===== src/rtl/spi_frame_ctrl_if.sv =====
// rtl/spi_frame_ctrl_if.sv - byte handshake and chip-select bundle between frame controller and SPI master
interface spi_frame_ctrl_if;
  logic [7:0] tx_data;
  logic       tx_valid;
  logic       tx_ready;
  logic       tx_done;
  logic       cs_req;

  modport master (output tx_data, output tx_valid, output cs_req,
                  input  tx_ready, input tx_done);
  modport slave  (input  tx_data, input tx_valid, input cs_req,
                  output tx_ready, output tx_done);
endinterface


===== src/rtl/spi_frame_ctrl.sv =====
// rtl/spi_frame_ctrl.sv - sequences command + counter-snapshot SPI frames from button pulses
module spi_frame_ctrl #(
  parameter int         COUNT_W      = 16,
  parameter logic [7:0] CMD_BYTE     = 8'hA5,
  parameter int         SETUP_CYCLES = 2,
  parameter int         GAP_CYCLES   = 4
) (
  input  logic               clk_100,
  input  logic               a_rst,
  input  logic               s_rst,
  input  logic               next_count,
  input  logic               start_send,
  spi_frame_ctrl_if.master   spi,
  output logic               busy,
  output logic [COUNT_W-1:0] count_value,
  output logic [7:0]         frames_sent,
  output logic               drop_flag
);

  localparam logic [2:0] IDLE      = 3'd0;
  localparam logic [2:0] SETUP     = 3'd1;
  localparam logic [2:0] SEND      = 3'd2;
  localparam logic [2:0] WAIT_DONE = 3'd3;
  localparam logic [2:0] GAP       = 3'd4;

  localparam logic [2:0] NUM_BYTES = 3'(COUNT_W / 8);

  logic [2:0]         state;
  logic [COUNT_W-1:0] snapshot;
  logic [2:0]         byte_idx;
  logic [3:0]         tick;
  logic               pending;
  logic [COUNT_W-1:0] shifted;
  logic [2:0]         byte_sel;

  always_ff @(posedge clk_100 or posedge a_rst) begin
    if (a_rst) begin
      state       <= IDLE;
      snapshot    <= '0;
      byte_idx    <= '0;
      tick        <= '0;
      pending     <= 1'b0;
      count_value <= '0;
      frames_sent <= '0;
      drop_flag   <= 1'b0;
    end else if (s_rst) begin
      state       <= IDLE;
      snapshot    <= '0;
      byte_idx    <= '0;
      tick        <= '0;
      pending     <= 1'b0;
      count_value <= '0;
      frames_sent <= '0;
      drop_flag   <= 1'b0;
    end else begin
      if (next_count)
        count_value <= count_value + COUNT_W'(1);

      // One request may queue behind an active frame; a further one is lost.
      if (start_send && state != IDLE) begin
        if (pending) drop_flag <= 1'b1;
        else         pending   <= 1'b1;
      end

      case (state)
        IDLE: begin
          if (start_send || pending) begin
            snapshot <= count_value;
            pending  <= 1'b0;
            byte_idx <= '0;
            tick     <= '0;
            state    <= SETUP;
          end
        end
        SETUP: begin
          if (tick == 4'(SETUP_CYCLES - 1)) state <= SEND;
          else                              tick  <= tick + 4'd1;
        end
        SEND: begin
          if (spi.tx_ready) state <= WAIT_DONE;
        end
        WAIT_DONE: begin
          if (spi.tx_done) begin
            if (byte_idx == NUM_BYTES) begin
              frames_sent <= frames_sent + 8'd1;
              tick        <= '0;
              state       <= GAP;
            end else begin
              byte_idx <= byte_idx + 3'd1;
              state    <= SEND;
            end
          end
        end
        GAP: begin
          if (tick == 4'(GAP_CYCLES - 1)) state <= IDLE;
          else                            tick  <= tick + 4'd1;
        end
        default: state <= IDLE;
      endcase
    end
  end

  assign busy         = (state != IDLE);
  assign spi.cs_req   = (state == SETUP) || (state == SEND) || (state == WAIT_DONE);
  assign spi.tx_valid = (state == SEND);

  // Data byte k (1-based) is snapshot byte NUM_BYTES-k, so the MSB goes first.
  always_comb begin
    byte_sel = NUM_BYTES - byte_idx;
    shifted  = snapshot >> {byte_sel, 3'b000};
    spi.tx_data = 8'h00;
    if (state == SEND)
      spi.tx_data = (byte_idx == 3'd0) ? CMD_BYTE : shifted[7:0];
  end

endmodule


===== src/flat_wrapper.sv =====
// flat-port wrapper written by rule: the top's interface ports become plain ports
module spi_frame_ctrl_flat 
#(
  parameter int         COUNT_W      = 16,
  parameter logic [7:0] CMD_BYTE     = 8'hA5,
  parameter int         SETUP_CYCLES = 2,
  parameter int         GAP_CYCLES   = 4
)
  (clk_100, a_rst, s_rst, next_count, start_send, busy, count_value, frames_sent, drop_flag, spi_tx_data, spi_tx_valid, spi_cs_req, spi_tx_ready, spi_tx_done);
  spi_frame_ctrl_if spi_i ();
  input  logic clk_100;
  input  logic a_rst;
  input  logic s_rst;
  input  logic next_count;
  input  logic start_send;
  output logic busy;
  output logic [COUNT_W-1:0] count_value;
  output logic [7:0] frames_sent;
  output logic drop_flag;
  output wire logic [$bits(spi_i.tx_data)-1:0] spi_tx_data;
  output wire logic [$bits(spi_i.tx_valid)-1:0] spi_tx_valid;
  output wire logic [$bits(spi_i.cs_req)-1:0] spi_cs_req;
  input wire logic [$bits(spi_i.tx_ready)-1:0] spi_tx_ready;
  input wire logic [$bits(spi_i.tx_done)-1:0] spi_tx_done;
  assign spi_tx_data = spi_i.tx_data;
  assign spi_tx_valid = spi_i.tx_valid;
  assign spi_cs_req = spi_i.cs_req;
  assign spi_i.tx_ready = spi_tx_ready;
  assign spi_i.tx_done = spi_tx_done;
  spi_frame_ctrl #(.COUNT_W(COUNT_W), .CMD_BYTE(CMD_BYTE), .SETUP_CYCLES(SETUP_CYCLES), .GAP_CYCLES(GAP_CYCLES)) u_core (.clk_100(clk_100), .a_rst(a_rst), .s_rst(s_rst), .next_count(next_count), .start_send(start_send), .spi(spi_i), .busy(busy), .count_value(count_value), .frames_sent(frames_sent), .drop_flag(drop_flag));
endmodule

===== config.mk =====
export PLATFORM = sky130hd
export DESIGN_NAME = spi_frame_ctrl_flat
export DESIGN_NICKNAME = d
export VERILOG_FILES = /design/src/rtl/spi_frame_ctrl_if.sv /design/src/rtl/spi_frame_ctrl.sv /design/src/flat_wrapper.sv
export SDC_FILE = /design/constraint.sdc
export NUM_CORES = 1
export LEC_CHECK = 0
export CAP_MARGIN = 20
export CELL_PAD_IN_SITES_DETAIL_PLACEMENT = 1
export CELL_PAD_IN_SITES_GLOBAL_PLACEMENT = 1
export CORE_ASPECT_RATIO = 0.8
export CORE_MARGIN = 3
export CORE_UTILIZATION = 42
export CTS_CLUSTER_DIAMETER = 150
export DETAILED_ROUTE_END_ITERATION = 7
export GPL_ROUTABILITY_DRIVEN = 0
export PLACE_DENSITY_LB_ADDON = 0.1
export SLEW_MARGIN = 0
export SYNTH_ARGS = -nofsm -noshare
export SYNTH_HDL_FRONTEND = slang
export SYNTH_SLANG_ARGS = --single-unit

===== constraint.sdc =====
create_clock -name clk_100 -period 2.73 [get_ports clk_100]
set_clock_uncertainty 0.1 [all_clocks]
set_input_delay 0.6825 -clock clk_100 [delete_from_list [all_inputs] [get_ports clk_100]]
set_output_delay 0.6825 -clock clk_100 [all_outputs]
set_load 0.05 [all_outputs]

==> reports/qor.log, run 1 <==
INFO  clocking       cts-root-to-sink-buffers=2
INFO  clocking       post_cts_resized=0
INFO  clocking       clock-root-buffer=sky130_fd_sc_hd__clkbuf_8
INFO  global_route   grt_use_total=0.203
INFO  routing        post_drt_wl_per_cell=17.4um
INFO  setup_path     critPathMaxFanout=4
INFO  logic_synthesis ys.flop_type=sky130_fd_sc_hd__dfrtp_1
INFO  setup_path     reg2regPathDepth=5
INFO  layout         multiInputGateArea=1490um2
INFO  logic_synthesis post_synth_main_area_contributors=sky130_fd_sc_hd__dfrtp_1 45%, sky130_fd_sc_hd__nand2_1 5.0%, sky130_fd_sc_hd__nand4_1 4.6%
INFO  setup_path     path_cells=ha_1, nand2b_1, nand4_1, buf_4, o21ai_2, buf_12
INFO  timing         max_freq=389MHz
INFO  layout         seq_area=1300um2
INFO  layout         layout-area-overhead-vs-synth=27.5%
INFO  timing         maxSlewViolCount=0
INFO  worst_hold_path min_from=u_core.snapshot[4]
INFO  logic_synthesis postSynth.asyncResetShare=1.00
INFO  pwr            irDropWorstVdd=203uV
INFO  global_route   globalRouteMet3Util=0.0358
INFO  logic_synthesis synth_enable_flop_cells=0
INFO  setup_path     cp_slowest_cell=sky130_fd_sc_hd__dfrtp_1
INFO  global_route   grt_antenna_before_repair=0
INFO  place          pre_cts_slack=0.145ns
INFO  floorplan      initial_utilization=0.442
INFO  routing        drt_wl_total=7440um
INFO  timing         timing.slew.headroom=0.626
INFO  logic_synthesis synthesis.instances=292
INFO  place          number_of_port_buffers=42
INFO  logic_synthesis ys_warn_count=0
INFO  place          post-dp-hpwl=5510um
INFO  pwr            cellLeakagePower=0.00154uW
INFO  logic_synthesis synth_top_cell_by_area=sky130_fd_sc_hd__dfrtp_1
INFO  timing         report.final.hold_viol_count=0
INFO  global_route   grtUsageMet1=0.309
INFO  global_route   grt_pass1_vias=2397
INFO  routing        detailedRoute.firstIterationViolations=137
INFO  place          placed_standard_cell_area=3570um2
INFO  timing         timing_worst_slew_pin_value=0.559ns
INFO  layout         design_area=3660um2
INFO  global_route   grt-ovfl-total=0
INFO  logic_synthesis synth_top_area_frac=0.453
INFO  run            drv.max_cap_violation_count=0
INFO  global_route   grt_pass1_wl=12800um
INFO  setup_path     worstPathArrival=1.79ns
INFO  floorplan      core_region_area=6510um2
INFO  clocking       clkSlewWorstSetupHoldPaths=0.10ns
INFO  routing        drt_drc_violations_left=0
INFO  routing        detail_route.first_pass.iterations=4
INFO  layout         n_antenna_cell=0
INFO  floorplan      chipWidth=98.5um
INFO  global_route   grt_max_degree=53
INFO  clocking       htree_num_levels=2
INFO  setup_path     crit_path_category=reg2out
INFO  setup_path     reg2reg_to=u_core.state[1]
INFO  outcome        status=completed
INFO  clocking       post-cts-setup-buffers=0
INFO  global_route   grt_most_used_layer=met1
INFO  timing         rsz0062_at_grt=false
INFO  clocking       clkSinkCount=52
INFO  timing         finalWorstPathRequiredPeriod=2.57ns
INFO  worst_hold_path timing.hold.worst_path_depth=2
INFO  routing        route.vias.total=2358
INFO  routing        antenna_violating_nets_left=0
INFO  floorplan      fp.dieH=80.0um
INFO  logic_synthesis synthDistinctLibCells=56
INFO  layout         share_of_final_layout_standard_cells_stronger_than_drive_strength_1=0.189
INFO  setup_path     worstSetupStartpointType=flip-flop
INFO  timing         fraction_of_the_cycle_the_final_worst_path_needs=0.942
INFO  timing         setup_ws=0.159ns
INFO  clocking       tritoncts.num_buffers=5
INFO  floorplan      num_rows=26
INFO  setup_path     timing.reg2reg.setup_slack=0.53ns
INFO  logic_synthesis synth_area=2880um2
INFO  setup_path     timing.critical_path.required=1.95ns
INFO  clocking       insertion_delay=0.31ns
INFO  setup_path     critical-path-max-stage-delay=0.43ns
INFO  routing        route.detailed.vias_per_inst=5.51
INFO  layout         final.fill_count=711
INFO  pwr            powerDensity=595nW/um2
INFO  floorplan      design.die.area=7880um2
INFO  floorplan      design.portCount=43
INFO  clocking       clock_tree_from_tritoncts=built
INFO  timing         setup_viol=0
INFO  logic_synthesis syn_nets=306
INFO  logic_synthesis yosys_register_bits=52
INFO  logic_synthesis syn_avg_cell_area=9.85um2
INFO  global_route   grt_use_met2=0.299
INFO  setup_path     worstReg2RegStart=u_core.tick[1]
INFO  worst_hold_path timing.hold.worst_endpoint=u_core.snapshot[4]
INFO  worst_hold_path hp-class=reg2reg
INFO  clocking       number_of_buffers_inserted_for_hold_repair_after_clock_tree_synthesis=0
INFO  layout         finalNetCount=357
INFO  logic_synthesis seq_area_frac_synth=0.453
INFO  setup_path     critPathCaptureType=output port
==> stage by stage <==
step	std cells	power, uW	hold WS [ns]	setup TNS [ns]	utilization
final	428	2180	0.374	0	0.563
after global routing	428	2280	0.401	0	0.563
after CTS	428	2190	0.377	0	0.563
after detailed placement	420	1720	0.355	0	0.549
after global placement	420	1710	0.349	0	0.549
after floorplan	292	1440	0.338	-1.78	-
==> registers in the layout, summed over array words and instances (netlist names) <==
register	cells
u_core.drop_flag	1
u_core.snapshot	16
u_core.pending	1
u_core.frames_sent	8
u_core.count_value	16
u_core.tick	4
u_core.state	3
u_core.byte_idx	3
==> metal layers <==
metal,routed length (um),up-vias,share of wire
li1,-,1137,-
met1,3950,1171,0.53
met2,3180,42,0.43
met3,223,8,0.030
met4,83,0,0.011
met5,0,-,0
==> area by class of cell <==
| cell class | count | area share |
|---|---|---|
| multi-input combinational | 214 | 0.408 |
| sequential | 52 | 0.355 |
| timing repair buffer | 58 | 0.171 |
| tap | 84 | 0.0287 |
| clock buffer | 7 | 0.0236 |
| inverter | 12 | 0.0123 |
| clock inverter | 1 | 0.00205 |
==> where the power goes <==
group | total (uW) | leakage (uW) | internal [uW] | switching [uW]
registers | 837 | 0.000721 | 803 | 34.1
clock network | 472 | 0.0000445 | 207 | 265
logic | 870 | 0.000773 | 347 | 524
==> worst max-delay path by stage <==
| stage | startpoint | end | slack, ns | cells past startpoint |
|---|---|---|---|---|
| after global routing | u_core.byte_idx[1] | spi_tx_data[0] | 0.05 | 6 |
| final | u_core.byte_idx[1] | spi_tx_data[2] | 0.16 | 6 |
| after global placement | s_rst | u_core.tick[1] | 0.18 | 6 |
| after detailed placement | s_rst | u_core.state[0] | 0.15 | 6 |
| after floorplan | u_core.state[0] | spi_tx_data[1] | -0.24 | 5 |
| after CTS | u_core.byte_idx[1] | spi_tx_data[2] | 0.15 | 6 |
==> cells by family (layout without fill, tap and decap cells) <==
| kind of cell | count (synthesis) | after routing | share of synthesized area |
|---|---|---|---|
| simple gates | 135 | 135 | 0.255 |
| flops | 52 | 52 | 0.453 |
| xor+xnor | 15 | 15 | 0.0457 |
| mux | 17 | 17 | 0.0653 |
| compound gates | 40 | 40 | 0.103 |
| buf+inv | 26 | 78 | 0.0483 |
| fa+ha+maj | 7 | 7 | 0.0305 |
==> Yosys cell counts, types with 3 or more instances <==
| cell type | number |
|---|---|
| sky130_fd_sc_hd__clkbuf_1 | 7 |
| sky130_fd_sc_hd__nand2_1 | 38 |
| sky130_fd_sc_hd__dfrtp_1 | 52 |
| sky130_fd_sc_hd__o21ai_0 | 13 |
| sky130_fd_sc_hd__mux2_4 | 3 |
| sky130_fd_sc_hd__xnor2_1 | 9 |
| sky130_fd_sc_hd__nand4_1 | 21 |
| sky130_fd_sc_hd__nor2_1 | 29 |
| sky130_fd_sc_hd__nor3_1 | 5 |
| sky130_fd_sc_hd__and2_1 | 3 |
| sky130_fd_sc_hd__ha_1 | 7 |
| sky130_fd_sc_hd__xor2_1 | 6 |
| sky130_fd_sc_hd__inv_1 | 11 |
| sky130_fd_sc_hd__nand3_1 | 8 |
| sky130_fd_sc_hd__a21oi_1 | 6 |
| sky130_fd_sc_hd__mux2i_1 | 12 |
| sky130_fd_sc_hd__nor4_1 | 3 |
| sky130_fd_sc_hd__o31ai_1 | 3 |
| sky130_fd_sc_hd__nand2b_1 | 3 |
| sky130_fd_sc_hd__or3_1 | 6 |
==> layout by cell type (no fill, tap or decap), drive strengths merged, types with 2 or more instances in the layout <==
cell type      synthesis  layout
nand3                  9       9
and2                   4       4
nor4b                  3       3
nand2                 38      38
clkdlybuf4s50          0      31
a31oi                  2       2
buf                    5      27
nor4                   3       3
or2                    2       2
a211oi                 2       2
dfrtp                 52      52
nor3                   6       6
o31ai                  3       3
xnor2                  9       9
mux2i                 12      12
o21ba                  2       2
a21oi                  7       7
a22o                   3       3
nand2b                 3       3
a32o                   2       2
a2111oi                2       2
or3                    6       6
xor2                   6       6
or3b                   2       2
nor3b                  2       2
mux2                   5       5
nand4                 21      21
inv                   11      11
nor2                  29      29
ha                     7       7
clkbuf                 9       7
o21ai                 13      13
==> worst max-delay path: cells and delay by family, from the launching register on <==
family / cells / cell delay, ns
AOI/OAI and AO/OA: 1 / 0.18
adders and majority gates: 1 / 0.23
buffers and inverters: 2 / 0.35
DFF: 1 / 0.43
and+or+nand+nor: 2 / 0.28
(Power assumes the default switching activity.)
==> run 2, diff against run 1 <==
--- a/config.mk
+++ b/config.mk
@@ -13,3 +13,3 @@
 export CORE_UTILIZATION = 42
-export CTS_CLUSTER_DIAMETER = 150
+export CTS_CLUSTER_DIAMETER = 50
 export DETAILED_ROUTE_END_ITERATION = 7
==> constraint.sdc (replaced) <==
create_clock -name clk_100 -period 2.73 [get_ports clk_100]
set_clock_uncertainty 0.1 [all_clocks]
set_input_delay 0.4095 -clock clk_100 [delete_from_list [all_inputs] [get_ports clk_100]]
set_output_delay 0.4095 -clock clk_100 [all_outputs]
set_load 0.05 [all_outputs]
==> run 2 against run 1 <==
Fmax up 0.67%. Wire length down 1.1%. Die area unchanged. Clock power down 11%. Combinational power down 3.6%. Final area down 2.9%. Register-to-register slack better by 0.03 ns. Total power down 3.7%. Non-clock buffer count down 4. Core utilization down 1.6 points. Critical path type unchanged. Largest cell class unchanged. Highest routed layer unchanged.
==> reports/qor.log, run 2 (synthesis results as in run 1) <==
INFO  outcome        status=completed
INFO  layout         final_cell_mix=52 x sky130_fd_sc_hd__dfrtp_1, 38 x sky130_fd_sc_hd__nand2_1, 33 x sky130_fd_sc_hd__clkdlybuf4s50_1, 29 x sky130_fd_sc_hd__nor2_1, 21 x sky130_fd_sc_hd__nand4_1
INFO  pwr            switching_share=0.375
INFO  routing        route.vias.total=2349
INFO  timing         finalSetupTns=0ns
INFO  layout         n_antenna_cell=0
INFO  pwr            switchingPower=787uW
INFO  layout         design_area=3560um2
INFO  place          place_inst=415
INFO  global_route   grt_pass1_wl=12900um
INFO  global_route   grt_antenna_before_repair=0
INFO  floorplan      initial_utilization=0.442
INFO  worst_hold_path timing.hold.worst_path_depth=2
INFO  layout         final.fill_count=758
INFO  timing         maxSlewViolCount=0
INFO  pwr            cell_internal_pwr=1310uW
INFO  floorplan      num_rows=26
INFO  timing         timing.slew.headroom=0.592
INFO  clocking       post_cts_resized=0
INFO  clocking       htree_num_levels=2
INFO  setup_path     critPathMaxFanout=8
INFO  pwr            cellLeakagePower=0.00150uW
INFO  pwr            combPwrFrac=0.400
INFO  timing         fin_worst_hold_slack=0.378ns
INFO  place          placed_standard_cell_area=3470um2
INFO  floorplan      chipWidth=98.5um
INFO  routing        detailedRoute.firstIterationViolations=167
INFO  clocking       cts-root-to-sink-buffers=2
INFO  clocking       tritoncts.num_buffers=5
INFO  timing         rsz0062_at_grt=false
INFO  timing         setup_viol=0
INFO  timing         report.final.hold_viol_count=0
INFO  pwr            power_frac_seq=0.399
INFO  clocking       clkSlewWorstSetupHoldPaths=0.09ns
INFO  timing         timing_worst_slew_pin_value=0.610ns
INFO  global_route   grt_pass1_vias=2496
INFO  global_route   grt_use_total=0.203
INFO  timing         fraction_of_the_cycle_the_final_worst_path_needs=0.936
INFO  routing        route.detailed.vias_per_inst=5.55
INFO  setup_path     reg2regPathDepth=5
INFO  pwr            powerDensity=590nW/um2
INFO  routing        drt_wl_total=7360um
INFO  routing        post_drt_wl_per_cell=17.4um
INFO  run            drv.max_cap_violation_count=0
INFO  setup_path     worstSetupStartpointType=flip-flop
INFO  pwr            power=2100uW
INFO  layout         multiInputGateArea=1440um2
INFO  clocking       insertion_delay=0.30ns
INFO  floorplan      design.die.area=7880um2
INFO  place          number_of_port_buffers=42
INFO  timing         max_freq=391MHz
INFO  setup_path     timing.reg2reg.setup_slack=0.56ns
INFO  timing         finalWorstPathRequiredPeriod=2.55ns
INFO  worst_hold_path min_from=u_core.snapshot[4]
INFO  layout         layout-area-overhead-vs-synth=23.8%
INFO  pwr            share_clk_of_total_power=0.201
INFO  routing        antenna_violating_nets_left=0
INFO  routing        drt_drc_violations_left=0
INFO  floorplan      design.portCount=43
INFO  clocking       clkSinkCount=52
INFO  worst_hold_path timing.hold.worst_endpoint=u_core.snapshot[4]
INFO  setup_path     crit_path_start=u_core.state[0]
INFO  layout         share_of_final_layout_standard_cells_stronger_than_drive_strength_1=0.145
INFO  floorplan      fp.dieH=80.0um
INFO  layout         mostFrequentLayoutCell=sky130_fd_sc_hd__dfrtp_1
INFO  clocking       clock-root-buffer=sky130_fd_sc_hd__clkbuf_8
INFO  place          post-dp-hpwl=5540um
INFO  layout         seq_area=1300um2
INFO  setup_path     worstReg2RegStart=u_core.tick[0]
INFO  layout         post_layout_cell_count=423
INFO  setup_path     crit_path_category=reg2out
INFO  setup_path     worstPathArrival=2.04ns
INFO  setup_path     timing.critical_path.required=2.22ns
INFO  floorplan      core_region_area=6510um2
INFO  global_route   grt_max_degree=31
INFO  setup_path     critPathCaptureType=output port
INFO  routing        detail_route.first_pass.iterations=4
INFO  worst_hold_path hp-class=reg2reg
INFO  setup_path     reg2reg_to=u_core.state[0]
INFO  layout         biggestRegsByFlops=u_core.count_value (16), u_core.snapshot (16), u_core.frames_sent (8)
INFO  global_route   grt-ovfl-total=0
INFO  clocking       clock_tree_from_tritoncts=built
INFO  layout         finalNetCount=353
INFO  pwr            irDropWorstVdd=217uV
-- run 2: changes by cell type in the layout (fill, tap and decap cells not counted), moves of 2 or more --
cell | before | now
sky130_fd_sc_hd__buf_4 | 18 | 13
sky130_fd_sc_hd__o21ai_1 | 0 | 4
sky130_fd_sc_hd__nor2_1 | 25 | 29
sky130_fd_sc_hd__clkdlybuf4s50_1 | 31 | 33
sky130_fd_sc_hd__o21ai_2 | 4 | 0
sky130_fd_sc_hd__nor2_4 | 4 | 0
-- run 2: worst max-delay path: stages (launching register included) --
cell and delay (ns):
sky130_fd_sc_hd__dfrtp_1 0.46, sky130_fd_sc_hd__buf_4 0.21, sky130_fd_sc_hd__nor2_1 0.08, sky130_fd_sc_hd__nor2_1 0.15, sky130_fd_sc_hd__clkdlybuf4s50_1 0.84
-- run 2: area by class of cell --
class,count,share of cell area
clock buffers,6,0.0204
inverters,12,0.0127
clock inverters,1,0.00141
multi-input cells,214,0.405
repair buffers,54,0.165
flip-flops and latches,52,0.366
well taps,84,0.0295
-- run 2: per-stage QoR --
stage / util / worst slack (ns)
2_1_floorplan: - / -0.127
3_3_place_gp: 0.534 / 0.413
3_5_place_dp: 0.534 / 0.354
4_1_cts: 0.546 / 0.135
5_1_grt: 0.547 / 0.107
6_report: 0.547 / 0.176
-- run 2: layer usage --
layer	track usage	part of all wire	vias up
li1	-	-	1126
met1	0.313	0.53	1177
met2	0.296	0.43	39
met3	0.0314	0.027	7
met4	0.0491	0.0083	0
met5	0	0	-
-- run 2: worst max-delay path by stage --
stage,cells after the start,end,slack (ns)
3_3_place_gp,6,u_core.tick[1],0.41
6_report,4,spi_cs_req,0.18
3_5_place_dp,6,u_core.state[0],0.35
4_1_cts,5,spi_tx_data[4],0.13
5_1_grt,4,spi_cs_req,0.11
2_1_floorplan,5,spi_tx_data[1],-0.13
-- run 2: what timing repair did --
| item | CTS | global route |
|---|---|---|
| hold buffers | 0 | 0 |
| setup buffers | 0 | 1 |
| endpoints found under the setup margin | 0 | 2 |
-- run 2: power by group through the flow --
stage	Clock (uW)	Sequential, uW	Combinational, uW
2_1_floorplan	0	855	571
6_report	422	838	839
3_5_place_dp	0	854	843
5_1_grt	474	846	897
4_1_cts	434	839	844
3_3_place_gp	0	852	835
==> run 3, diff against run 2 <==
- CORE_UTILIZATION: 42 -> 49
- DONT_BUFFER_PORTS: not set -> 1
- TNS_END_PERCENT: not set -> 30
==> run 3 against run 2 <==
Critical endpoint is now spi_tx_data[1]. Final area is 9.8% lower. Highest routed layer unchanged. Flip-flop and latch count stayed put. Critical path depth is 1 higher. Via count is 3.5% lower.
==> reports/qor.log, run 3 (synthesis results as in run 1) <==
INFO  global_route   grt-ovfl-total=0
INFO  timing         maxSlewViolCount=0
INFO  worst_hold_path hp-class=in2async
INFO  setup_path     critPathMaxFanout=10
INFO  place          placed_standard_cell_area=3100um2
INFO  timing         timing_worst_slew_pin_value=0.740ns
INFO  routing        detailedRoute.firstIterationViolations=144
INFO  layout         layout-area-overhead-vs-synth=11.7%
INFO  clocking       clkSinkCount=52
INFO  setup_path     critical-path-max-stage-delay=0.57ns
INFO  pwr            power=2100uW
INFO  layout         design_area=3210um2
INFO  pwr            powerDensity=654nW/um2
INFO  setup_path     path_cells=nor3b_4, nand4_1, a21o_1, nor2_1, buf_4
INFO  floorplan      fp.dieH=74.5um
INFO  routing        post_drt_wl_per_cell=18.7um
INFO  clocking       insertion_delay=0.31ns
INFO  global_route   grt_pass1_wl=12000um
INFO  place          number_of_port_buffers=0
INFO  pwr            irDropWorstVdd=290uV
INFO  setup_path     timing.critical_path.required=2.22ns
INFO  routing        route.vias.total=2266
INFO  floorplan      num_rows=24
INFO  routing        route.detailed.vias_per_inst=5.77
INFO  setup_path     crit_path_category=reg2out
INFO  layout         post_layout_cell_count=393
INFO  layout         final_cell_mix=52 x sky130_fd_sc_hd__dfrtp_1, 38 x sky130_fd_sc_hd__nand2_1, 29 x sky130_fd_sc_hd__nor2_1, 29 x sky130_fd_sc_hd__buf_4, 21 x sky130_fd_sc_hd__nand4_1
INFO  global_route   grt_pass1_vias=2332
INFO  timing         fin_worst_hold_slack=0.0557ns
INFO  run            drv.max_cap_violation_count=0
INFO  pwr            cellLeakagePower=0.00142uW
INFO  timing         rsz0062_at_grt=false
INFO  layout         finalNetCount=328
INFO  timing         finalWorstPathRequiredPeriod=2.52ns
INFO  place          place_inst=385
INFO  global_route   grt_antenna_before_repair=0
INFO  setup_path     worstSetupStartpointType=flip-flop
INFO  layout         final_core_util=0.578
INFO  setup_path     critPathCaptureType=output port
INFO  floorplan      design.die.area=6830um2
INFO  clocking       cts-root-to-sink-buffers=2
INFO  floorplan      core_region_area=5560um2
INFO  timing         timing.slew.headroom=0.506
INFO  clocking       tritoncts.num_buffers=5
INFO  clocking       post-cts-setup-buffers=0
INFO  clocking       clock-root-buffer=sky130_fd_sc_hd__clkbuf_8
INFO  timing         setup_viol=0
INFO  clocking       number_of_buffers_inserted_for_hold_repair_after_clock_tree_synthesis=0
INFO  floorplan      chipWidth=91.6um
INFO  clocking       post_cts_resized=0
INFO  outcome        status=completed
INFO  routing        antenna_violating_nets_left=0
INFO  setup_path     cp_slowest_cell=sky130_fd_sc_hd__dfrtp_1
INFO  clocking       clock_tree_from_tritoncts=built
INFO  layout         mostFrequentLayoutCell=sky130_fd_sc_hd__dfrtp_1
INFO  global_route   grt_use_total=0.228
INFO  floorplan      design.portCount=43
INFO  place          post-dp-hpwl=5350um
INFO  routing        drt_drc_violations_left=0
INFO  layout         biggestRegsByFlops=u_core.count_value (16), u_core.snapshot (16), u_core.frames_sent (8)
INFO  global_route   grt_max_degree=53
INFO  clocking       clkSlewWorstSetupHoldPaths=0.10ns
INFO  routing        drt_wl_total=7360um
INFO  layout         n_antenna_cell=0
INFO  floorplan      initial_utilization=0.518
INFO  routing        detail_route.first_pass.iterations=4
INFO  timing         report.final.hold_viol_count=0
INFO  timing         max_freq=397MHz
INFO  layout         share_of_final_layout_standard_cells_stronger_than_drive_strength_1=0.184
INFO  clocking       htree_num_levels=2
INFO  setup_path     worstPathArrival=2.01ns
INFO  timing         fraction_of_the_cycle_the_final_worst_path_needs=0.922
[run 3: changes by cell type in the layout (fill, tap and decap cells not counted), sizes merged]
cell           change
buf                +8
bufinv             +1
clkdlybuf4s50     -33
[run 3: final timing paths]
check	depth (start not counted)	to	slack [ns]	from
worst max-delay path	5	spi_tx_data[1]	0.21	u_core.state[1]
worst min-delay path	2	u_core.count_value[12]	0.06	a_rst
worst max register to register	4	u_core.tick[1]	0.47	u_core.state[2]
worst min register to register	2	u_core.snapshot[11]	0.37	u_core.snapshot[11]
max in group asynchronous	2	u_core.snapshot[6]	2.01	a_rst
min in group clk_100	1	u_core.drop_flag	0.06	s_rst
[run 3: metal layers]
| layer | vias to the layer above | routed length [um] | track usage |
|---|---|---|---|
| met5 | - | 0 | 0 |
| met4 | 0 | 58 | 0.0502 |
| met3 | 6 | 382 | 0.0526 |
| met2 | 51 | 3380 | 0.372 |
| met1 | 1134 | 3540 | 0.313 |
| li1 | 1075 | - | - |
[run 3: per-stage QoR]
stage / TNS [ns] / setup WS (ns)
finish: 0 / 0.212
floorplan: -0.509 / -0.127
global placement: 0 / 0.629
global route: 0 / 0.0330
CTS: 0 / 0.182
detailed placement: 0 / 0.527
[run 3: area by class of cell]
cell class                      count  area [um2]
Tap cell                           78        97.6
Sequential cell                    52        1300
Fill cell                         638        2340
Timing Repair Buffer               29         218
Clock buffer                        6        72.6
Inverter                           12        45.0
Multi-Input combinational cell    214        1440
Clock inverter                      2        35.0
[run 3: worst max-delay path, delay by kind of cell (launching register included)]
kind	cells	cell delay, ns
AND/OR/NAND/NOR	3	0.63
flip-flops	1	0.57
AO/OA/AOI/OAI	1	0.28
buffers and inverters	1	0.22
[run 3: power breakdown]
group	internal [uW]	switching, uW	total (uW)
logic	231	457	688
clock network	273	268	541
registers	802	69.4	871
total	1310	794	2100
